File: config.mk
export PLATFORM = sky130hd
export DESIGN_NAME = alarm_buzzer_flat
export DESIGN_NICKNAME = d
export VERILOG_FILES = /design/src/rtl/alarm_buzzer_if.sv /design/src/rtl/alarm_buzzer.sv /design/src/flat_wrapper.sv
export SDC_FILE = /design/constraint.sdc
export NUM_CORES = 1
export LEC_CHECK = 0
export BUFFER_PORTS_ARGS = -buffer_cell sky130_fd_sc_hd__buf_2
export CORE_ASPECT_RATIO = 2
export CORE_UTILIZATION = 38
export DETAILED_ROUTE_END_ITERATION = 10
export PLACE_DENSITY = 0.66
export REMOVE_ABC_BUFFERS = 1
export SLEW_MARGIN = 10
export SYNTH_ARGS = -nofsm -noshare
export SYNTH_HDL_FRONTEND = slang
export SYNTH_SLANG_ARGS = --single-unit
File: constraint.sdc
create_clock -name clk -period 3.9 [get_ports clk]
set_input_delay 0.195 -clock clk [delete_from_list [all_inputs] [get_ports clk]]
set_output_delay 0.195 -clock clk [all_outputs]
set_load 0.02 [all_outputs]
File: src/rtl/alarm_buzzer_if.sv
// Signal bundle between the alarm buzzer and its controller: the alarm enable,
// the stop button, the current and alarm time fields, and the buzzer outputs.
interface alarm_buzzer_if;
  logic       i_alarm_en;
  logic       i_stop;
  logic [5:0] i_hour;
  logic [5:0] i_min;
  logic [5:0] i_sec;
  logic [5:0] i_alarm_hour;
  logic [5:0] i_alarm_min;
  logic [5:0] i_alarm_sec;
  logic       o_buzz;
  logic       o_ringing;

  modport master (
    output i_alarm_en, i_stop, i_hour, i_min, i_sec,
           i_alarm_hour, i_alarm_min, i_alarm_sec,
    input  o_buzz, o_ringing
  );

  modport slave (
    input  i_alarm_en, i_stop, i_hour, i_min, i_sec,
           i_alarm_hour, i_alarm_min, i_alarm_sec,
    output o_buzz, o_ringing
  );
endinterface

File: src/rtl/alarm_buzzer.sv
// Alarm buzzer: rings a three-tone-plus-rest melody on the rising edge of a
// time/alarm match, until stopped, disabled, or the ring timeout expires.
module alarm_buzzer #(
  parameter logic [31:0] NOTE_CYC   = 32'd12500000,
  parameter logic [31:0] TONE0_HALF = 32'd47778,
  parameter logic [31:0] TONE1_HALF = 32'd37922,
  parameter logic [31:0] TONE2_HALF = 32'd31888,
  parameter logic [31:0] RING_CYC   = 32'd3000000000
) (
  input  logic          clk,
  input  logic          rst,
  alarm_buzzer_if.slave bus
);

  typedef enum logic [1:0] {IDLE, ARMED, RING, HOLD} state_e;

  state_e      state_q;
  logic        match_q;
  logic        stop_q;
  logic [31:0] ring_cnt_q;
  logic [31:0] note_cnt_q;
  logic [31:0] tone_cnt_q;
  logic [1:0]  step_q;
  logic        buzz_q;
  logic        ringing_q;

  logic        match;
  logic        match_rise;
  logic        stop_rise;
  logic [31:0] tone_half;

  assign match = (bus.i_hour == bus.i_alarm_hour) &
                 (bus.i_min  == bus.i_alarm_min)  &
                 (bus.i_sec  == bus.i_alarm_sec);

  assign match_rise = match & ~match_q;
  assign stop_rise  = bus.i_stop & ~stop_q;

  always_comb begin
    tone_half = TONE0_HALF;
    case (step_q)
      2'd0:    tone_half = TONE0_HALF;
      2'd1:    tone_half = TONE1_HALF;
      2'd2:    tone_half = TONE2_HALF;
      default: tone_half = TONE0_HALF;
    endcase
  end

  // Counters are only live in RING; every exit from RING zeroes them and the buzzer.
  always_ff @(posedge clk or posedge rst) begin
    if (rst) begin
      state_q    <= IDLE;
      match_q    <= 1'b0;
      stop_q     <= 1'b0;
      ring_cnt_q <= 32'd0;
      note_cnt_q <= 32'd0;
      tone_cnt_q <= 32'd0;
      step_q     <= 2'd0;
      buzz_q     <= 1'b0;
      ringing_q  <= 1'b0;
    end else begin
      match_q <= match;
      stop_q  <= bus.i_stop;
      case (state_q)
        IDLE: begin
          if (bus.i_alarm_en) state_q <= ARMED;
        end
        ARMED: begin
          if (!bus.i_alarm_en) begin
            state_q <= IDLE;
          end else if (match_rise) begin
            state_q    <= RING;
            ringing_q  <= 1'b1;
            ring_cnt_q <= 32'd0;
            note_cnt_q <= 32'd0;
            tone_cnt_q <= 32'd0;
            step_q     <= 2'd0;
            buzz_q     <= 1'b0;
          end
        end
        RING: begin
          if (!bus.i_alarm_en || stop_rise || (ring_cnt_q == RING_CYC - 32'd1)) begin
            state_q    <= bus.i_alarm_en ? HOLD : IDLE;
            ringing_q  <= 1'b0;
            ring_cnt_q <= 32'd0;
            note_cnt_q <= 32'd0;
            tone_cnt_q <= 32'd0;
            step_q     <= 2'd0;
            buzz_q     <= 1'b0;
          end else begin
            ring_cnt_q <= ring_cnt_q + 32'd1;
            if (note_cnt_q == NOTE_CYC - 32'd1) begin
              note_cnt_q <= 32'd0;
              tone_cnt_q <= 32'd0;
              buzz_q     <= 1'b0;
              step_q     <= step_q + 2'd1;
            end else begin
              note_cnt_q <= note_cnt_q + 32'd1;
              if (step_q == 2'd3) begin
                tone_cnt_q <= 32'd0;
                buzz_q     <= 1'b0;
              end else if (tone_cnt_q >= tone_half - 32'd1) begin
                tone_cnt_q <= 32'd0;
                buzz_q     <= ~buzz_q;
              end else begin
                tone_cnt_q <= tone_cnt_q + 32'd1;
              end
            end
          end
        end
        HOLD: begin
          // Waiting for the match to clear keeps the same second from ringing twice.
          if (!bus.i_alarm_en) begin
            state_q <= IDLE;
          end else if (!match) begin
            state_q <= ARMED;
          end
        end
        default: state_q <= IDLE;
      endcase
    end
  end

  assign bus.o_buzz    = buzz_q;
  assign bus.o_ringing = ringing_q;

endmodule
File: src/flat_wrapper.sv
// flat-port wrapper written by rule: the top's interface ports become plain ports
module alarm_buzzer_flat 
#(
  parameter logic [31:0] NOTE_CYC   = 32'd12500000,
  parameter logic [31:0] TONE0_HALF = 32'd47778,
  parameter logic [31:0] TONE1_HALF = 32'd37922,
  parameter logic [31:0] TONE2_HALF = 32'd31888,
  parameter logic [31:0] RING_CYC   = 32'd3000000000
)
  (clk, rst, bus_i_alarm_en, bus_i_stop, bus_i_hour, bus_i_min, bus_i_sec, bus_i_alarm_hour, bus_i_alarm_min, bus_i_alarm_sec, bus_o_buzz, bus_o_ringing);
  alarm_buzzer_if bus_i ();
  input  logic clk;
  input  logic rst;
  input wire logic [$bits(bus_i.i_alarm_en)-1:0] bus_i_alarm_en;
  input wire logic [$bits(bus_i.i_stop)-1:0] bus_i_stop;
  input wire logic [$bits(bus_i.i_hour)-1:0] bus_i_hour;
  input wire logic [$bits(bus_i.i_min)-1:0] bus_i_min;
  input wire logic [$bits(bus_i.i_sec)-1:0] bus_i_sec;
  input wire logic [$bits(bus_i.i_alarm_hour)-1:0] bus_i_alarm_hour;
  input wire logic [$bits(bus_i.i_alarm_min)-1:0] bus_i_alarm_min;
  input wire logic [$bits(bus_i.i_alarm_sec)-1:0] bus_i_alarm_sec;
  output wire logic [$bits(bus_i.o_buzz)-1:0] bus_o_buzz;
  output wire logic [$bits(bus_i.o_ringing)-1:0] bus_o_ringing;
  assign bus_i.i_alarm_en = bus_i_alarm_en;
  assign bus_i.i_stop = bus_i_stop;
  assign bus_i.i_hour = bus_i_hour;
  assign bus_i.i_min = bus_i_min;
  assign bus_i.i_sec = bus_i_sec;
  assign bus_i.i_alarm_hour = bus_i_alarm_hour;
  assign bus_i.i_alarm_min = bus_i_alarm_min;
  assign bus_i.i_alarm_sec = bus_i_alarm_sec;
  assign bus_o_buzz = bus_i.o_buzz;
  assign bus_o_ringing = bus_i.o_ringing;
  alarm_buzzer #(.NOTE_CYC(NOTE_CYC), .TONE0_HALF(TONE0_HALF), .TONE1_HALF(TONE1_HALF), .TONE2_HALF(TONE2_HALF), .RING_CYC(RING_CYC)) u_core (.clk(clk), .rst(rst), .bus(bus_i));
endmodule
# Word level (Yosys, flattened, before mapping)
# Index checks and enable logic that the tools add are counted.
# classes
n_eq_ne	19
muxes	37
n_bitwise	7
magnitude_cmp	1
n_reduce_logical	10
add_sub_neg	5
# op_table
op	n
32-bit two-way mux	9
32-bit case mux with 2 select lines	3
32-bit by 1-bit adder with 32-bit output (second input constant)	3
32-bit by 24-bit equality test with 1-bit output (second input constant)	1
32-bit equality test (second input constant)	1
32-bit greater-or-equal comparator	1
16-bit case mux with 2 select lines	1
2-bit two-way mux	11
6-bit equality test	3
16-bit by 1-bit subtractor with 17-bit output (second input constant)	1
4-bit AND reduction	4
1-bit two-way mux	9
2-bit equality test (second input constant)	4
2-bit case mux with 4 select lines	1
5-bit by 1-bit != test with 1-bit output (second input constant)	1
1-bit bitwise AND	4
2-bit by 1-bit equality test with 1-bit output (second input constant)	2
2-bit by 1-bit != test with 1-bit output (second input constant)	2
2-bit != test (second input constant)	2
1-bit case mux with 2 select lines	2
2-bit case mux with 2 select lines	1
3-bit by 1-bit != test with 1-bit output (second input constant)	1
3-bit by 2-bit != test with 1-bit output (second input constant)	1
3-bit != test (second input constant)	1
other kinds (7)	10
# word_totals
wordCells	88
ff_bits	104
in_bits	40

# Logic depth before layout (Yosys ltp)
# Gate-level depths: netlist of the first run.
# logic_depth
depth_word	9
depth_mapped	14
mapped_depth_nobuf	12

# Worst setup path before layout of the first run
# Ideal clock, no wire load.
# synth_timing
path_kind	flip-flop to flip-flop
from	register u_core.step_q[0]
to	register u_core.tone_cnt_q[8]
setup_time_ns	0.078
t_required_ns	3.822
arrival_ns	2.399
synth_period_minus_slack_ns	2.477
path_stages_with_launch	12
path_slack_ns	1.423
cell_sequence	dfrtp_1 inv_1 ha_1 inv_1 ha_1 a21o_1 a221oi_1 o21ai_0 o21ai_1 clkbuf_1 a31oi_1 o2bb2ai_1
# synth_via
elab_chain_cells	9
word_cells_on_any_way	11
cone_classes	1 x add/sub; 1 x order compare; 3 x eq/ne; 6 x mux
# synth_lines
item	line	text
start: declaration	alarm_buzzer.sv:23	logic [1:0] step_q;
start signal: assignment	alarm_buzzer.sv:96	step_q <= step_q + 2'd1;
2-bit equality test or 2-bit by 1-bit equality test with 1-bit output (tied branches)	alarm_buzzer.sv:41	case (step_q)
16-bit case mux with 2 select lines	alarm_buzzer.sv:41	
16-bit by 1-bit subtractor with 17-bit output	alarm_buzzer.sv:102	end else if (tone_cnt_q >= tone_half - 32'd1) begin
32-bit greater-or-equal comparator	alarm_buzzer.sv:102	
32-bit two-way mux	alarm_buzzer.sv:102	
32-bit two-way mux *	alarm_buzzer.sv:99	if (step_q == 2'd3) begin
32-bit two-way mux *	alarm_buzzer.sv:92	if (note_cnt_q == NOTE_CYC - 32'd1) begin
32-bit two-way mux *	alarm_buzzer.sv:82	if (!bus.i_alarm_en || stop_rise || (ring_cnt_q == RING_CYC - 32'd1)) begin
32-bit case mux with 2 select lines *	alarm_buzzer.sv:64	case (state_q)
end signal: assignment	alarm_buzzer.sv:106	tone_cnt_q <= tone_cnt_q + 32'd1;
end: declaration	alarm_buzzer.sv:22	logic [31:0] tone_cnt_q;
# Mark *: on every way between the ends. The rest lies on a longest branch, timed or not.
# A chain may end at the register's enable or synchronous reset.

# Final worst setup path of the first run
# layout_timing
from	register u_core.step_q[0]
to	register u_core.buzz_q, in the netlist u_core.bus.o_buzz
# layout_via
elab_chain_cells	6
word_cells_on_any_way	12
cone_classes	1 x add/sub; 1 x order compare; 4 x eq/ne; 5 x mux; 1 x reduce/logical
# layout_lines
item	line	text
2-bit equality test or 2-bit by 1-bit equality test with 1-bit output (tied branches)	alarm_buzzer.sv:41	
16-bit case mux with 2 select lines	alarm_buzzer.sv:41	
16-bit by 1-bit subtractor with 17-bit output	alarm_buzzer.sv:102	
32-bit greater-or-equal comparator	alarm_buzzer.sv:102	
5-bit by 1-bit != test with 1-bit output (no source line)	-	
4-bit AND reduction (no source line)	-	
end signal: assignment	alarm_buzzer.sv:104	buzz_q <= ~buzz_q;
end: declaration	alarm_buzzer.sv:24	logic buzz_q;
# Parallel ways exist; a longest one is shown, timed or not.

==> results of run 1 <==
-- critical path, stage by stage, from the launching register on --
cell      delay (ps)
dfrtp_1          430
inv_1            100
ha_1             260
ha_1             340
a211oi_1         270
nand4_1          180
nor4_4           620
a21oi_2          110
buf_4            200
mux2_2           270
-- what timing repair did --
item / 4_1_cts / 5_1_grt
setup endpoints to repair: 0 / 0
hold endpoints to repair: 1 / 0
hold buffers: 1 / 0
setup buffers: 0 / 0
-- final timing paths --
kind / startpoint / to / slack (ps) / cells after the start
worst max-delay path: u_core.step_q[0]$_DFFE_PP0P_ / u_core.bus.o_buzz$_DFFE_PP0P_ / 1000 / 9
worst min-delay path: rst / u_core.note_cnt_q[17]$_DFFE_PP0P_ / -30 / 2
worst max register to register: u_core.step_q[0]$_DFFE_PP0P_ / u_core.bus.o_buzz$_DFFE_PP0P_ / 1000 / 9
worst min register to register: u_core.state_q[0]$_DFFE_PP0P_ / u_core.state_q[1]$_DFFE_PP0P_ / 480 / 1
max in group asynchronous: rst / u_core.ring_cnt_q[21]$_DFFE_PP0P_ / 3050 / 3
min in group clk: bus_i_alarm_en / u_core.state_q[0]$_DFFE_PP0P_ / 100 / 3
-- per-stage QoR --
stage | setup WS (ps) | setup TNS, ps
after global routing | 807 | 0
after CTS | 986 | 0
after detailed placement | 1010 | 0
after floorplan | -2190 | -182390
final | 1000 | 0
after global placement | 1060 | 0
-- area by class of cell --
type | count | area, um^2 | area share, %
multi-input cells | 539 | 3450 | 48.7
well taps | 204 | 255 | 3.60
clock buffers | 10 | 229 | 3.23
repair buffers | 58 | 335 | 4.73
clock inverters | 5 | 58.8 | 0.829
inverters | 41 | 156 | 2.21
flip-flops and latches | 104 | 2600 | 36.7
-- registers in the layout (all words and copies together), names as in the netlist --
register and flops:
u_core.ring_cnt_q 32, u_core.bus.o_buzz 1, u_core.tone_cnt_q 32, u_core.state_q 2, u_core.note_cnt_q 32, u_core.bus.o_ringing 1
u_core.match_q 1, u_core.stop_q 1, u_core.step_q 2
-- layout by cell type, fill, tap and decap left out, drive strengths merged, types with 3 or more instances in the layout --
| cell type | count |
|---|---|
| a21o | 5 |
| a21oi | 40 |
| a22o | 11 |
| a31oi | 11 |
| and2 | 11 |
| and3 | 14 |
| and4 | 9 |
| buf | 57 |
| clkbuf | 10 |
| dfrtp | 104 |
| ha | 23 |
| inv | 41 |
| mux2i | 11 |
| nand2 | 69 |
| nand3 | 59 |
| nand4 | 24 |
| nor2 | 26 |
| nor3 | 21 |
| nor4 | 23 |
| nor4b | 7 |
| o2111ai | 4 |
| o211ai | 6 |
| o21ai | 53 |
| o21bai | 4 |
| o22a | 11 |
| o22ai | 5 |
| o2bb2ai | 3 |
| o31ai | 8 |
| o41ai | 3 |
| or2 | 3 |
| or3 | 16 |
| or4 | 15 |
| xnor2 | 20 |
| xor2 | 9 |
-- routing by layer --
layer  up-vias  share of wire, %
li1       2728                 -
met2       129                56
met5         -                 0
met1      2736                38
met4         0               4.0
met3        38               2.2
-- cell usage after synthesis, types with 3 or more instances --
| cell | number |
|---|---|
| dfrtp_1 | 104 |
| mux2i_1 | 11 |
| nor4b_1 | 6 |
| nand4_1 | 24 |
| o21ai_0 | 48 |
| or4_1 | 15 |
| buf_1 | 5 |
| and2_1 | 9 |
| a31oi_1 | 11 |
| and3_1 | 14 |
| o2111ai_1 | 4 |
| o31ai_1 | 8 |
| nand3_1 | 57 |
| ha_1 | 23 |
| a21oi_1 | 39 |
| inv_1 | 41 |
| o211ai_1 | 6 |
| o22a_1 | 11 |
| xnor2_1 | 20 |
| nor4_1 | 19 |
| o41ai_1 | 3 |
| o22ai_1 | 5 |
| o21bai_1 | 4 |
| buf_6 | 3 |
| o2bb2ai_1 | 3 |
| a21o_1 | 5 |
| nor2_1 | 26 |
| xor2_1 | 9 |
| nor3_1 | 21 |
| or3_1 | 16 |
| and4_1 | 9 |
| or2_2 | 3 |
| buf_2 | 7 |
| nand2_1 | 69 |
| clkbuf_1 | 18 |
| a22o_1 | 11 |
| o21ai_1 | 5 |
-- where the power goes --
part / switching (uW) / internal [uW] / leakage [uW]
registers: 35.9 / 1110 / 0.00144
logic: 97.0 / 71.0 / 0.00137
clock network: 426 / 495 / 0.000135
total: 559 / 1670 / 0.00294
-- kinds of logic (layout without fill, tap and decap cells) --
group,Yosys count,after routing,share of synthesized area (%)
AND/OR/NAND/NOR,302,302,26.5
AO/OA/AOI/OAI,171,171,17.0
flip-flops,104,104,40.9
buffers and inverters,76,114,5.10
XOR/XNOR,29,29,3.99
adder cells (fa/ha/maj),23,23,4.52
multiplexers,12,12,1.91
other,2,2,0.118
==> results.json, run 1 <==
{
  "drive_above_1_share_pct": 11.5,
  "clock-sinks": 104,
  "grt_max_degree": 65,
  "drc": 0,
  "final_cells": 961,
  "hold_violations": 7,
  "grt_usage_pct": 19.7,
  "synth_edf_count": 0,
  "drv_cap": 0,
  "yosysTopAreaCellShare_pct": 40.9,
  "dr.pass1.iters": 5,
  "yosys_warnings": 0,
  "grt.busiest_layer": "met2",
  "via_per_inst": 5.86,
  "holdWs_ps": -33.5,
  "ys_ff_latch": 104,
  "ys_seq_area_share_pct": 40.9,
  "rsz0062_at_grt": "no",
  "yosys.area.top_type": "dfrtp_1",
  "ir_worst_vdd_mv": 0.193,
  "powerDensity_mw_per_mm2": 315,
  "vias": 5631,
  "cts_buffers": 9,
  "avgSynthCellArea_um2": 8.85,
  "met1_usage_pct": 20.0,
  "route.antenna.remaining_nets": 0,
  "core_area_mm2": 0.0164,
  "final.setup_skew_ps": 13.1,
  "placed_cell_area_mm2": 0.00679,
  "grt-ovfl-total": 0,
  "num_antenna_cells": 0,
  "wl_per_cell_um": 16.7,
  "dp.cells": 945,
  "nFillCells": 1632,
  "critPathMaxFanout": 14,
  "met3_usage_pct": 2.13,
  "clk_pin_slew_worst_paths_ps": 80,
  "fp.dieArea_mm2": 0.0173,
  "worst_slew_pin_slew_ps": 1030,
  "start_util_pct": 38.9,
  "violations": "negative hold slack",
  "cts_resized": 0,
  "drv_slew": 0,
  "grt_use_met2_pct": 37.9,
  "nets": 816,
  "cts_tree": "built",
  "syn_area_mm2": 0.00636,
  "die_x_um": 93.5,
  "p_leak_uw": 0.00294,
  "startpoint_type": "flop",
  "min_path_type": "in2async",
  "grt_pass1_vias": 5531,
  "critPathRequiredTime_ps": 4140,
  "fin_crit_sh_pct": 74.4,
  "status": "finished with violations",
  "min_period_ps": 2900,
  "end_kind": "flop",
  "die_h_um": 185,
  "grt_pass1_wl_mm": 26.7,
  "clock_path_buffers": 2,
  "worstPathArrival_ps": 3140,
  "hpwl_mm": 11.8,
  "wl_mm": 16.0,
  "async_flop_share_pct": 100,
  "syn_to_final_growth_pct": 11.5,
  "synth_area_leaders": "dfrtp_1 41%, ha_1 4.5%, nand3_1 4.5%",
  "max_freq_ghz": 0.345,
  "ys.flop_type": "dfrtp_1",
  "antenna_found_initial": 0,
  "rows": 66,
  "port_buffers": 41,
  "final_core_util_pct": 43.4,
  "clock_latency_ps": 360,
  "setup_viol": 0,
  "htree_levels": 3,
  "fin_area_mm2": 0.00709,
  "p_total_uw": 2230,
  "pin_count": 42,
  "drt_first_iter_violations": 342,
  "synthCells": 719,
  "gp_congestion": 0.851,
  "max-slew-margin-rel_pct": 30.9,
  "synth.distinct_cells": 57,
  "cts_root_buf": "clkbuf_16",
  "worstSetupPathType": "reg2reg"
}
Note: power is estimated with default switching activity, not from simulation.
==> run 2: changes to the inputs <==
--- a/config.mk
+++ b/config.mk
@@ -5,11 +5,12 @@
 export SDC_FILE = /design/constraint.sdc
 export NUM_CORES = 1
 export LEC_CHECK = 0
+export ABC_AREA = 1
 export BUFFER_PORTS_ARGS = -buffer_cell sky130_fd_sc_hd__buf_2
 export CORE_ASPECT_RATIO = 2
 export CORE_UTILIZATION = 38
 export DETAILED_ROUTE_END_ITERATION = 10
-export PLACE_DENSITY = 0.66
+export PLACE_DENSITY = 0.68
 export REMOVE_ABC_BUFFERS = 1
 export SLEW_MARGIN = 10
 export SYNTH_ARGS = -nofsm -noshare
==> constraint.sdc (replaced) <==
create_clock -name clk -period 2.6 [get_ports clk]
set_input_delay 0.13 -clock clk [delete_from_list [all_inputs] [get_ports clk]]
set_output_delay 0.13 -clock clk [all_outputs]
set_load 0.02 [all_outputs]
==> results.json, run 2 <==
{
  "hold_violations": 0,
  "pwr-share-comb_pct": 25.4,
  "via_per_inst": 5.03,
  "final_common_cell": "nand2_1",
  "drv_slew": 0,
  "startpoint": "u_core.step_q[0]$_DFFE_PP0P_",
  "grt_max_degree": 47,
  "cp_slowest_cell": "dfrtp_1",
  "yosys.area.top_type": "dfrtp_1",
  "drv_cap": 0,
  "final.setup_skew_ps": 8.93,
  "synthCells": 1086,
  "clock_path_buffers": 2,
  "yosys_warnings": 0,
  "synth_edf_count": 0,
  "final_cells": 1390,
  "wl_per_cell_um": 14.5,
  "dr.pass1.iters": 5,
  "path_buf_inv": 3,
  "nFillCells": 1977,
  "min_period_ps": 2330,
  "worst_slew_pin_slew_ps": 772,
  "startpoint_type": "flop",
  "clk_pin_slew_worst_paths_ps": 80,
  "fp.dieArea_mm2": 0.0197,
  "synthAdderAreaFrac_pct": 3.97,
  "r2r_start": "u_core.step_q[0]$_DFFE_PP0P_",
  "dp.cells": 1371,
  "crit_family": "simple AND/OR/NAND/NOR gates",
  "ys_ff_latch": 104,
  "fin_crit_sh_pct": 89.7,
  "cp_cell_sequence": "inv_1 > ha_1 > inv_1 > ha_1 > inv_1 > ha_1 > nand2_1 > a21oi_1 > nor2_1 > a21oi_1 > o21ai_1 > nand2_2 > nand2_8 > nand2_1 > nor2_1",
  "synth_xor_xnor_area_share_pct": 3.86,
  "wl_mm": 20.2,
  "setup_viol": 0,
  "layout_common_cells": "300 x nand2_1, 171 x nor2_1, 152 x inv_1",
  "vias": 6997,
  "min_from": "bus_i_alarm_en",
  "cts_tree": "built",
  "worstPathArrival_ps": 2630,
  "max-slew-margin-rel_pct": 48.5,
  "drive_above_1_share_pct": 8.37,
  "grt_pass1_vias": 6884,
  "ys.flop_type": "dfrtp_1",
  "cts_buffers": 9,
  "route.antenna.remaining_nets": 0,
  "syn_area_mm2": 0.00725,
  "num_antenna_cells": 0,
  "rows": 71,
  "grt_pass1_wl_mm": 33.4,
  "drt_first_iter_violations": 423,
  "synth_compound_area_share_pct": 5.47,
  "htree_levels": 3,
  "clock-sinks": 104,
  "p_sw_share_pct": 36.9,
  "start_util_pct": 38.7,
  "synth_area_leaders": "dfrtp_1 36%, nand2_1 16%, nor2_1 8.8%",
  "min_path_type": "in2reg",
  "ir_worst_vdd_mv": 0.529,
  "ys_seq_area_share_pct": 35.9,
  "rr_endpoint": "u_core.tone_cnt_q[11]$_DFFE_PP0P_",
  "worstSetupPathType": "reg2reg",
  "pwr-share-clk_pct": 31.6,
  "max_freq_ghz": 0.429,
  "async_flop_share_pct": 100,
  "synth_top_family_by_area": "simple AND/OR/NAND/NOR gates",
  "fin_setup_tns_ps": 0,
  "r2r_slack_ps": 270,
  "p_seq_share_pct": 42.9,
  "cts_root_buf": "clkbuf_16",
  "drc": 0,
  "rsz0062_at_grt": "no",
  "top_regs": "u_core.note_cnt_q (32), u_core.ring_cnt_q (32), u_core.tone_cnt_q (32)",
  "p_leak_uw": 0.00385,
  "powerDensity_mw_per_mm2": 525,
  "hold_end": "u_core.state_q[1]$_DFFE_PP0P_",
  "setup_ws_ps": 269,
  "holdWs_ps": 226,
  "grt-ovfl-total": 0,
  "muxShareOfSynthArea_pct": 0.138,
  "yosys.area_share.simple_pct": 40.5,
  "pre_cts_ws_ps": -1.36,
  "switchingPower_uw": 1560,
  "antenna_found_initial": 0,
  "die_x_um": 99.7,
  "hold_depth": 5,
  "nets": 1193,
  "yosysTopAreaCellShare_pct": 35.9,
  "critPathMaxFanout": 15,
  "syn_to_final_growth_pct": 11.2,
  "pin_count": 42,
  "yosysMostFrequentCell": "nand2_1",
  "grt_usage_pct": 21.9,
  "clock_latency_ps": 370,
  "core_area_mm2": 0.0187,
  "synth_common_cells": "300 x nand2_1, 171 x nor2_1, 153 x inv_1",
  "critPathMaxStageDelay_ps": 380,
  "reg2reg_depth": 15,
  "gp_congestion": 0.959,
  "p_int_uw": 2670,
  "hpwl_mm": 15.9,
  "synth.distinct_cells": 43,
  "status": "finished clean",
  "end_kind": "flop",
  "port_buffers": 41,
  "critPathRequiredTime_ps": 2900,
  "die_h_um": 197,
  "avgSynthCellArea_um2": 6.68
}
-- run 2: cell count changes after synthesis, moves of 14 or more --
cell,delta
a21oi_1,-21
and3_1,-14
clkbuf_1,-14
inv_1,+112
nand2_1,+231
nand4_1,+27
nor2_1,+145
nor3_1,+31
or3_1,-16
or4_1,-15
xor2_1,+15
-- run 2: stage by stage --
stage               instance area [um^2]  total power, uW  utilization, %
floorplan                           7110             2480               -
global placement                    7740             2890            41.3
detailed placement                  7740             2910            41.3
CTS                                 8050             4260            42.9
global route                        8060             4470            43.0
finish                              8060             4230            43.0
-- run 2: tightest hold or removal path, cell delays in order --
cell and delay, ps:
buf_2 130, inv_1 100, a21oi_1 50, nor2_1 90
a21oi_1 50
-- run 2: power by group through the flow --
stage	Combinational [uW]	Sequential, uW	Clock (uW)
finish	1080	1820	1340
global route	1210	1830	1420
CTS	1060	1820	1370
detailed placement	1060	1850	0
global placement	1040	1850	0
floorplan	644	1840	0
-- run 2: worst max-delay path by stage --
stage	cells past startpoint	to	slack, ps
6_report	15	u_core.tone_cnt_q[11]$_DFFE_PP0P_	270
4_1_cts	15	u_core.tone_cnt_q[11]$_DFFE_PP0P_	80
3_3_place_gp	15	u_core.tone_cnt_q[5]$_DFFE_PP0P_	70
2_1_floorplan	1	u_core.bus.o_buzz$_DFFE_PP0P_	-260
5_1_grt	15	u_core.tone_cnt_q[6]$_DFFE_PP0P_	50
3_5_place_dp	15	u_core.tone_cnt_q[11]$_DFFE_PP0P_	-1
-- run 2: final cells by class --
class                   instances  area (um^2)  share of cell area, %
multi-input cells             802         3930                   48.8
flip-flops and latches        104         2600                   32.3
inverters                     157          594                   7.37
repair buffers                 56          335                   4.16
well taps                     255          319                   3.96
clock buffers                   9          225                   2.79
clock inverters                 7         56.3                  0.698
-- run 2: per-layer routing --
layer  part of all wire [%]  GRT usage, %  vias up  routed length [um]
li1                       -             -     3534                   -
met1                     36          21.4     3263                7280
met2                     55          41.8      133               11200
met3                    2.1          2.34       67                 430
met4                    6.5          15.1        0                1310
met5                      0             0        -                   0
-- run 2: cell families (layout without fill, tap and decap cells) --
group                      count (synthesis)  count (layout)
DFF                                      104             104
adders and majority gates                 23              23
and+or+nand+nor                          671             671
xor gates and xnor gates                  32              32
AOI/OAI and AO/OA                         73              73
other                                      2               2
buffers and inverters                    180             229
muxes                                      1               1
-- run 2: timing repair --
item / CTS / global route
hold buffers: 2 / 0
hold endpoints to repair: 45 / 0
gates resized for setup: 1 / 2
setup endpoints to repair: 12 / 15
setup buffers: 0 / 1
